===== config.mk =====
export PLATFORM = sky130hd
export DESIGN_NAME = swin_win3x3_sum
export DESIGN_NICKNAME = d
export VERILOG_FILES = /design/src/rtl/swin_win3x3_sum.sv
export SDC_FILE = /design/constraint.sdc
export NUM_CORES = 2
export LEC_CHECK = 0
export ABC_CLOCK_PERIOD_IN_PS = 13800
export CORE_MARGIN = 1
export CORE_UTILIZATION = 30
export CTS_CLUSTER_SIZE = 20
export DETAILED_ROUTE_END_ITERATION = 8
export PLACE_DENSITY_LB_ADDON = 0.1
export SYNTH_ARGS = -nofsm -noshare
export SYNTH_HDL_FRONTEND = slang
export SYNTH_SLANG_ARGS = --single-unit

===== constraint.sdc =====
create_clock -name clk -period 13.8 [get_ports clk]
set_input_delay 2.76 -clock clk [delete_from_list [all_inputs] [get_ports clk]]
set_output_delay 2.76 -clock clk [all_outputs]
set_load 0.02 [all_outputs]

===== src/rtl/swin_win3x3_sum.sv =====
// 3x3 box-sum stage behind swin_wrap: turns three aligned 16-pixel line words into
// 16 parallel 3x3 sums per word, with horizontal neighbours carried across words.
module swin_win3x3_sum #(
  parameter int WORDS_PER_ROW = 32,
  parameter int PIX_W         = 8,
  parameter int SUM_W         = 12
) (
  input  logic                clk,
  input  logic                rst_n,
  input  logic [16*PIX_W-1:0] data_in_line_0,
  input  logic [16*PIX_W-1:0] data_in_line_1,
  input  logic [16*PIX_W-1:0] data_in_line_2,
  input  logic                data_in_vld,
  output logic [16*SUM_W-1:0] data_out_sum,
  output logic                data_out_vld,
  output logic                data_out_sol,
  output logic                data_out_eol
);

  localparam int CW    = PIX_W + 2;
  localparam int CNT_W = (WORDS_PER_ROW > 2) ? $clog2(WORDS_PER_ROW) : 1;
  localparam logic [CNT_W-1:0] LAST_COL = CNT_W'(WORDS_PER_ROW - 1);

  logic [16*PIX_W-1:0] cur0_q, cur1_q, cur2_q, cur0_d, cur1_d, cur2_d;
  logic [CW-1:0]       lft_q, lft_d;
  logic [CNT_W-1:0]    colCnt_q, colCnt_d;
  logic                flush_q, flush_d;
  logic [16*SUM_W-1:0] sum_q, sum_d;
  logic                vld_q, vld_d, sol_q, sol_d, eol_q, eol_d;

  logic [15:0][CW-1:0] cIn, cCur;
  logic [17:0][CW-1:0] ext;
  logic [CW-1:0]       rightNbr;
  logic                emit;

  function automatic logic [15:0][CW-1:0] colSums(input logic [16*PIX_W-1:0] a,
                                                  input logic [16*PIX_W-1:0] b,
                                                  input logic [16*PIX_W-1:0] c);
    logic [15:0][CW-1:0] r;
    for (int k = 0; k < 16; k++) begin
      r[k] = CW'(a[PIX_W*k +: PIX_W]) + CW'(b[PIX_W*k +: PIX_W]) + CW'(c[PIX_W*k +: PIX_W]);
    end
    return r;
  endfunction

  // A flush and a col-0 word can coincide; the col-0 path never emits, so the
  // single output register is never contended.
  always_comb begin
    cIn      = colSums(data_in_line_0, data_in_line_1, data_in_line_2);
    cCur     = colSums(cur0_q, cur1_q, cur2_q);
    cur0_d   = cur0_q;
    cur1_d   = cur1_q;
    cur2_d   = cur2_q;
    lft_d    = lft_q;
    colCnt_d = colCnt_q;
    flush_d  = 1'b0;
    emit     = 1'b0;
    rightNbr = cIn[0];
    vld_d    = 1'b0;
    sol_d    = 1'b0;
    eol_d    = 1'b0;

    if (flush_q) begin
      emit     = 1'b1;
      rightNbr = cCur[15];
      eol_d    = 1'b1;
    end

    if (data_in_vld) begin
      if (colCnt_q == '0) begin
        lft_d = cIn[0];
      end else begin
        emit     = 1'b1;
        rightNbr = cIn[0];
        sol_d    = (colCnt_q == CNT_W'(1));
        lft_d    = cCur[15];
      end
      cur0_d   = data_in_line_0;
      cur1_d   = data_in_line_1;
      cur2_d   = data_in_line_2;
      colCnt_d = (colCnt_q == LAST_COL) ? '0 : colCnt_q + CNT_W'(1);
      flush_d  = (colCnt_q == LAST_COL);
    end

    vld_d = emit;
  end

  // ext[0] is the left neighbour of lane 0, ext[17] the right neighbour of lane 15.
  always_comb begin
    ext[0]     = lft_q;
    ext[16:1]  = cCur;
    ext[17]    = rightNbr;
    sum_d      = sum_q;
    if (emit) begin
      for (int k = 0; k < 16; k++) begin
        sum_d[SUM_W*k +: SUM_W] = SUM_W'(ext[k]) + SUM_W'(ext[k+1]) + SUM_W'(ext[k+2]);
      end
    end
  end

  always_ff @(posedge clk or negedge rst_n) begin
    if (!rst_n) begin
      cur0_q   <= '0;
      cur1_q   <= '0;
      cur2_q   <= '0;
      lft_q    <= '0;
      colCnt_q <= '0;
      flush_q  <= 1'b0;
      sum_q    <= '0;
      vld_q    <= 1'b0;
      sol_q    <= 1'b0;
      eol_q    <= 1'b0;
    end else begin
      cur0_q   <= cur0_d;
      cur1_q   <= cur1_d;
      cur2_q   <= cur2_d;
      lft_q    <= lft_d;
      colCnt_q <= colCnt_d;
      flush_q  <= flush_d;
      sum_q    <= sum_d;
      vld_q    <= vld_d;
      sol_q    <= sol_d;
      eol_q    <= eol_d;
    end
  end

  assign data_out_sum = sum_q;
  assign data_out_vld = vld_q;
  assign data_out_sol = sol_q;
  assign data_out_eol = eol_q;

endmodule

Word-level counts from Yosys, hierarchy flattened
Cells that the tools add are included.

Flip-flop bits (word level): 595. Word-level logic and storage cells: 91. Bits of input ports: 387.

Reductions and logical operators: 1. Mux-type cells: 11. Add/subtract/negate cells: 67. Equal/unequal tests: 2.

Operators by type and width (number): 11-bit by 10-bit adder with 12-bit output (16); 10-bit by 10-bit adder with 11-bit output (16); 9-bit by 8-bit adder with 10-bit output (17); 8-bit by 8-bit adder with 9-bit output (17); 10-bit two-way mux (4); 1-bit two-way mux (6); 5-bit by 1-bit adder with 5-bit output (second input constant) (1); 5-bit by 1-bit equality test with 1-bit output (second input constant) (1); 5-bit equality test (second input constant) (1); 5-bit logical NOT (1); 5-bit two-way mux (1).

Depth between registers and ports, before layout
Word-level depth: 6. Mapped depth: 19. Depth with buffers taken out: 19.

Worst setup path before layout
OpenSTA, ideal clock, no wires.

Kind: input-to-reg. From: in data_in_line_0[1]. To: reg sum_q[190], in the netlist data_out_sum[190]. Required time: 13.713 ns. Slack: 7.301 ns. Setup time: 0.087 ns. Data arrival time: 6.412 ns. Stages: 19. Path through: inv_1 fa_1 inv_1 ha_1 inv_1 fa_1 nor2b_1 o31a_1 o21ai_0 nand3b_1 a31oi_1 fa_1 inv_1 ha_1 a21o_1 a21oi_1 nand3_1 a2111o_1 o211ai_1.

Longest elaborated chain between the ends: 6.

Ends and longest elaborated chain: from (decl) (RTL line 10) `input logic [16*PIX_W-1:0] data_in_line_0,`; 8-bit by 8-bit adder with 9-bit output * (RTL line 41) `r[k] = CW'(a[PIX_W*k +: PIX_W]) + CW'(b[PIX_W*k +: PIX_W]) + CW'(c[PIX_W*k +: PIX_W]);`; 9-bit by 8-bit adder with 10-bit output * (RTL line 41); 10-bit two-way mux (RTL line 63) `if (flush_q) begin`; 10-bit two-way mux (RTL line 70) `if (colCnt_q == '0) begin`; 10-bit two-way mux * (RTL line 69) `if (data_in_vld) begin`; 11-bit by 10-bit adder with 12-bit output * (RTL line 96) `sum_d[SUM_W*k +: SUM_W] = SUM_W'(ext[k]) + SUM_W'(ext[k+1]) + SUM_W'(ext[k+2]);`; to (signal assigned) (RTL line 120) `sum_q <= sum_d;`; to (decl) (RTL line 28) `logic [16*SUM_W-1:0] sum_q, sum_d;`.

Mark *: on every way between the ends. The rest lies on a longest branch, timed or not. A chain may end at the register's enable or synchronous reset.

Worst setup path in the final report
Same ends and word-level chain as after synthesis.

==> out/metrics.cfg <==
[route]
drc = 0
routedWlPerCell_um = 20.79
routed_wirelength_mm = 126.2
vias = 28490
drtIter0Drc = 1408
firstDrtPassIters = 5
drtAntennaViolNets = 0
detail_route.vias_per_cell = 4.694

[timing]
finalHoldViolations = 0
layout_setup_ws_ns = 7.013
setup_tns_ns = 0
worst_pin_slew_ns = 1.006
rsz0062_at_grt = false
fmax_mhz = 147.3
skew_ns = 0.02209
drv_slew = 0
period_needed_ns = 6.787
setup_viol = 0
hold_slack_ns = 0.4618
period_share = 0.4918
maxSlewHeadroom = 0.3248

[logic_synthesis]
dominantRegCellSynth = dfrtp_1
ys_async_sr_fraction = 1.000
synthesis.nets = 4660
synth_area_um2 = 40170
yosys_warnings = 0
yosysSeqAreaShare = 0.3707
ys_types = 58
synth-edff-count = 0
avgSynthCellArea_um2 = 10.92
ys_seq_elements = 595
syn_inst = 3677

[run]
drv_cap = 0

[critical_path]
reg2reg_slack_ns = 8.70
crit_path_frequent_cell = inv_1
start_kind = primary input
cp_cell_sequence = clkdlybuf4s50_1 > inv_1 > fa_1 > inv_1 > ha_1 > inv_1 > fa_1 > nor2b_1 > o31a_1 > o21ai_0 > nand3b_1 > a31oi_1 > fa_1 > inv_1 > ha_1 > a21o_1 > a21oi_1 > nand3_1 > a2111o_1 > o211ai_1
crit_type = in -> reg
cp_num_buf_inv = 5
r2r_start = cur1_q[121]$_DFFE_PN0P_
r2r-end = data_out_sum[190]$_DFFE_PN0P_
cp-end-kind = flop
slowest_delay_ns = 0.58
slowest_stage = fa_1
critical-path-top-delay-family = adder cells
reg2reg_depth = 18
critPathArrivalTime_ns = 7.37
cp_data_required_time_ns = 14.38
path_max_fanout = 6

[cts]
htreeDepth = 3
clk_latency_ns = 0.67
holdBufCountCts = 0
clk_path_buf_depth = 3
cts_resized = 0
postCtsSetupRepairBufs = 0
clk_pin_slew_ns = 0.06
cts_buffers = 78
cts.sink_count = 595
cts_root_buf = clkbuf_16
cts_tree = built

[floorplanning]
pin_count = 582
chipHeight_um = 367.9
dieArea_um2 = 135400
core_area_um2 = 132100
dieWidth_um = 367.9
std_cell_rows = 133
initial_core_util = 0.3040

[grt]
grt.overflow.total = 0
grt_max_degree = 143
grt_pass1_vias = 29980
grtUsageTotal = 0.1878
grt_pass1_wl_mm = 190.9
antenna_found_initial = 11

[hold_path]
hold_depth = 2
whs_endpoint = data_out_sum[85]$_DFFE_PN0P_
min_path_type = reg -> reg
worstHoldStart = data_out_sum[85]$_DFFE_PN0P_

[placed_design]
place_ws_ns = 6.364
place_inst = 5934
io_buffer_count = 581
gp_congestion = 0.8364
dp.final_hpwl_mm = 101.2

[layout]
stdcell_count = 6070
nets = 5243
syn_to_final_growth_pct = 25.95
drive_gt1_frac = 0.1176
final_common_cell = dfrtp_1
final_cell_mix = dfrtp_1 (595), clkdlybuf4s50_1 (579), inv_1 (377)

[outcome]
status = finished, final reports clean

-- final cells by class --
type                            count  area (µm²)
Fill cell                       13210       81540
Multi-Input combinational cell   2607       23480
Sequential cell                   595       14890
Timing Repair Buffer              600        5981
Clock buffer                      114        2351
Tap cell                         1755        2196
Inverter                          378        1426
Clock inverter                     19       267.8
Antenna cell                        2       5.005
-- Yosys cell counts (17+ instances only) --
library cell	number	area share
or3_1	31	0.0048
o21ai_0	163	0.020
nor2b_1	39	0.0061
nand2_1	271	0.025
nand3_1	17	0.0021
clkbuf_1	73	0.0068
xor2_1	78	0.017
nor3_1	44	0.0055
o31a_1	18	0.0039
o21a_1	100	0.019
buf_2	22	0.0027
ha_1	267	0.083
xnor2_1	77	0.017
a21o_1	77	0.014
fa_1	329	0.16
o31ai_1	62	0.012
dfrtp_1	595	0.37
mux2_2	348	0.098
a31oi_1	36	0.0056
inv_1	377	0.035
a211oi_1	22	0.0041
nor2_1	250	0.023
a21oi_1	193	0.024
a21boi_0	22	0.0041
-- flip-flops by register name, indices dropped and copies added, names as in the netlist --
register and count:
flush_q 1, lft_q 10, data_out_sol 1, data_out_sum 192, cur1_q 128, cur2_q 128, data_out_vld 1, colCnt_q 5
data_out_eol 1, cur0_q 128
-- tightest hold or removal path, delay by kind of cell, from the launching register on --
kind / cells / cell delay, ns
DFF: 1 / 0.34
and+or+nand+nor: 2 / 0.10
-- routing by layer --
metal  track usage  part of all wire  vias to the layer above
met3       0.05481             0.068                      145
met2        0.3003              0.46                      606
li1              -                 -                    13750
met1        0.2486              0.45                    13980
met4       0.04508             0.022                       14
met5             0           0.00064                        -
-- kinds of logic (layout without fill, tap and decap cells) --
family                   Yosys count  count (layout)  share of synthesized area
AO/OA/AOI/OAI                    789             789                     0.1265
buffers and inverters            475            1111                    0.04507
AND/OR/NAND/NOR                  715             715                    0.07825
flip-flops                       595             595                     0.3707
XOR/XNOR                         155             155                    0.03380
other                              0               2                          0
adder cells (fa/ha/maj)          596             596                     0.2471
multiplexers                     352             352                    0.09855
-- through the flow --
stage	cell area, µm²	util
after global routing	50590	0.3829
after global placement	47960	0.3630
after floorplan	40170	-
after detailed placement	47960	0.3630
after CTS	50580	0.3828
final	50590	0.3829
-- worst max path at each step --
stage | to | slack [ns] | cells after the start | start
after floorplan | data_out_sum[190]$_DFFE_PN0P_ | 7.30 | 19 | data_in_line_0[1]
after global placement | data_out_sum[190]$_DFFE_PN0P_ | 6.35 | 19 | data_in_line_0[1]
after detailed placement | data_out_sum[190]$_DFFE_PN0P_ | 6.36 | 19 | data_in_line_0[1]
after CTS | data_out_sum[190]$_DFFE_PN0P_ | 7.07 | 19 | data_in_line_0[1]
after global routing | data_out_sum[190]$_DFFE_PN0P_ | 6.74 | 19 | data_in_line_0[1]
final | data_out_sum[190]$_DFFE_PN0P_ | 7.01 | 20 | data_in_line_0[1]
Power is not shown: default switching activity piles up to over one toggle a cycle in this logic, so the estimate is an artifact.
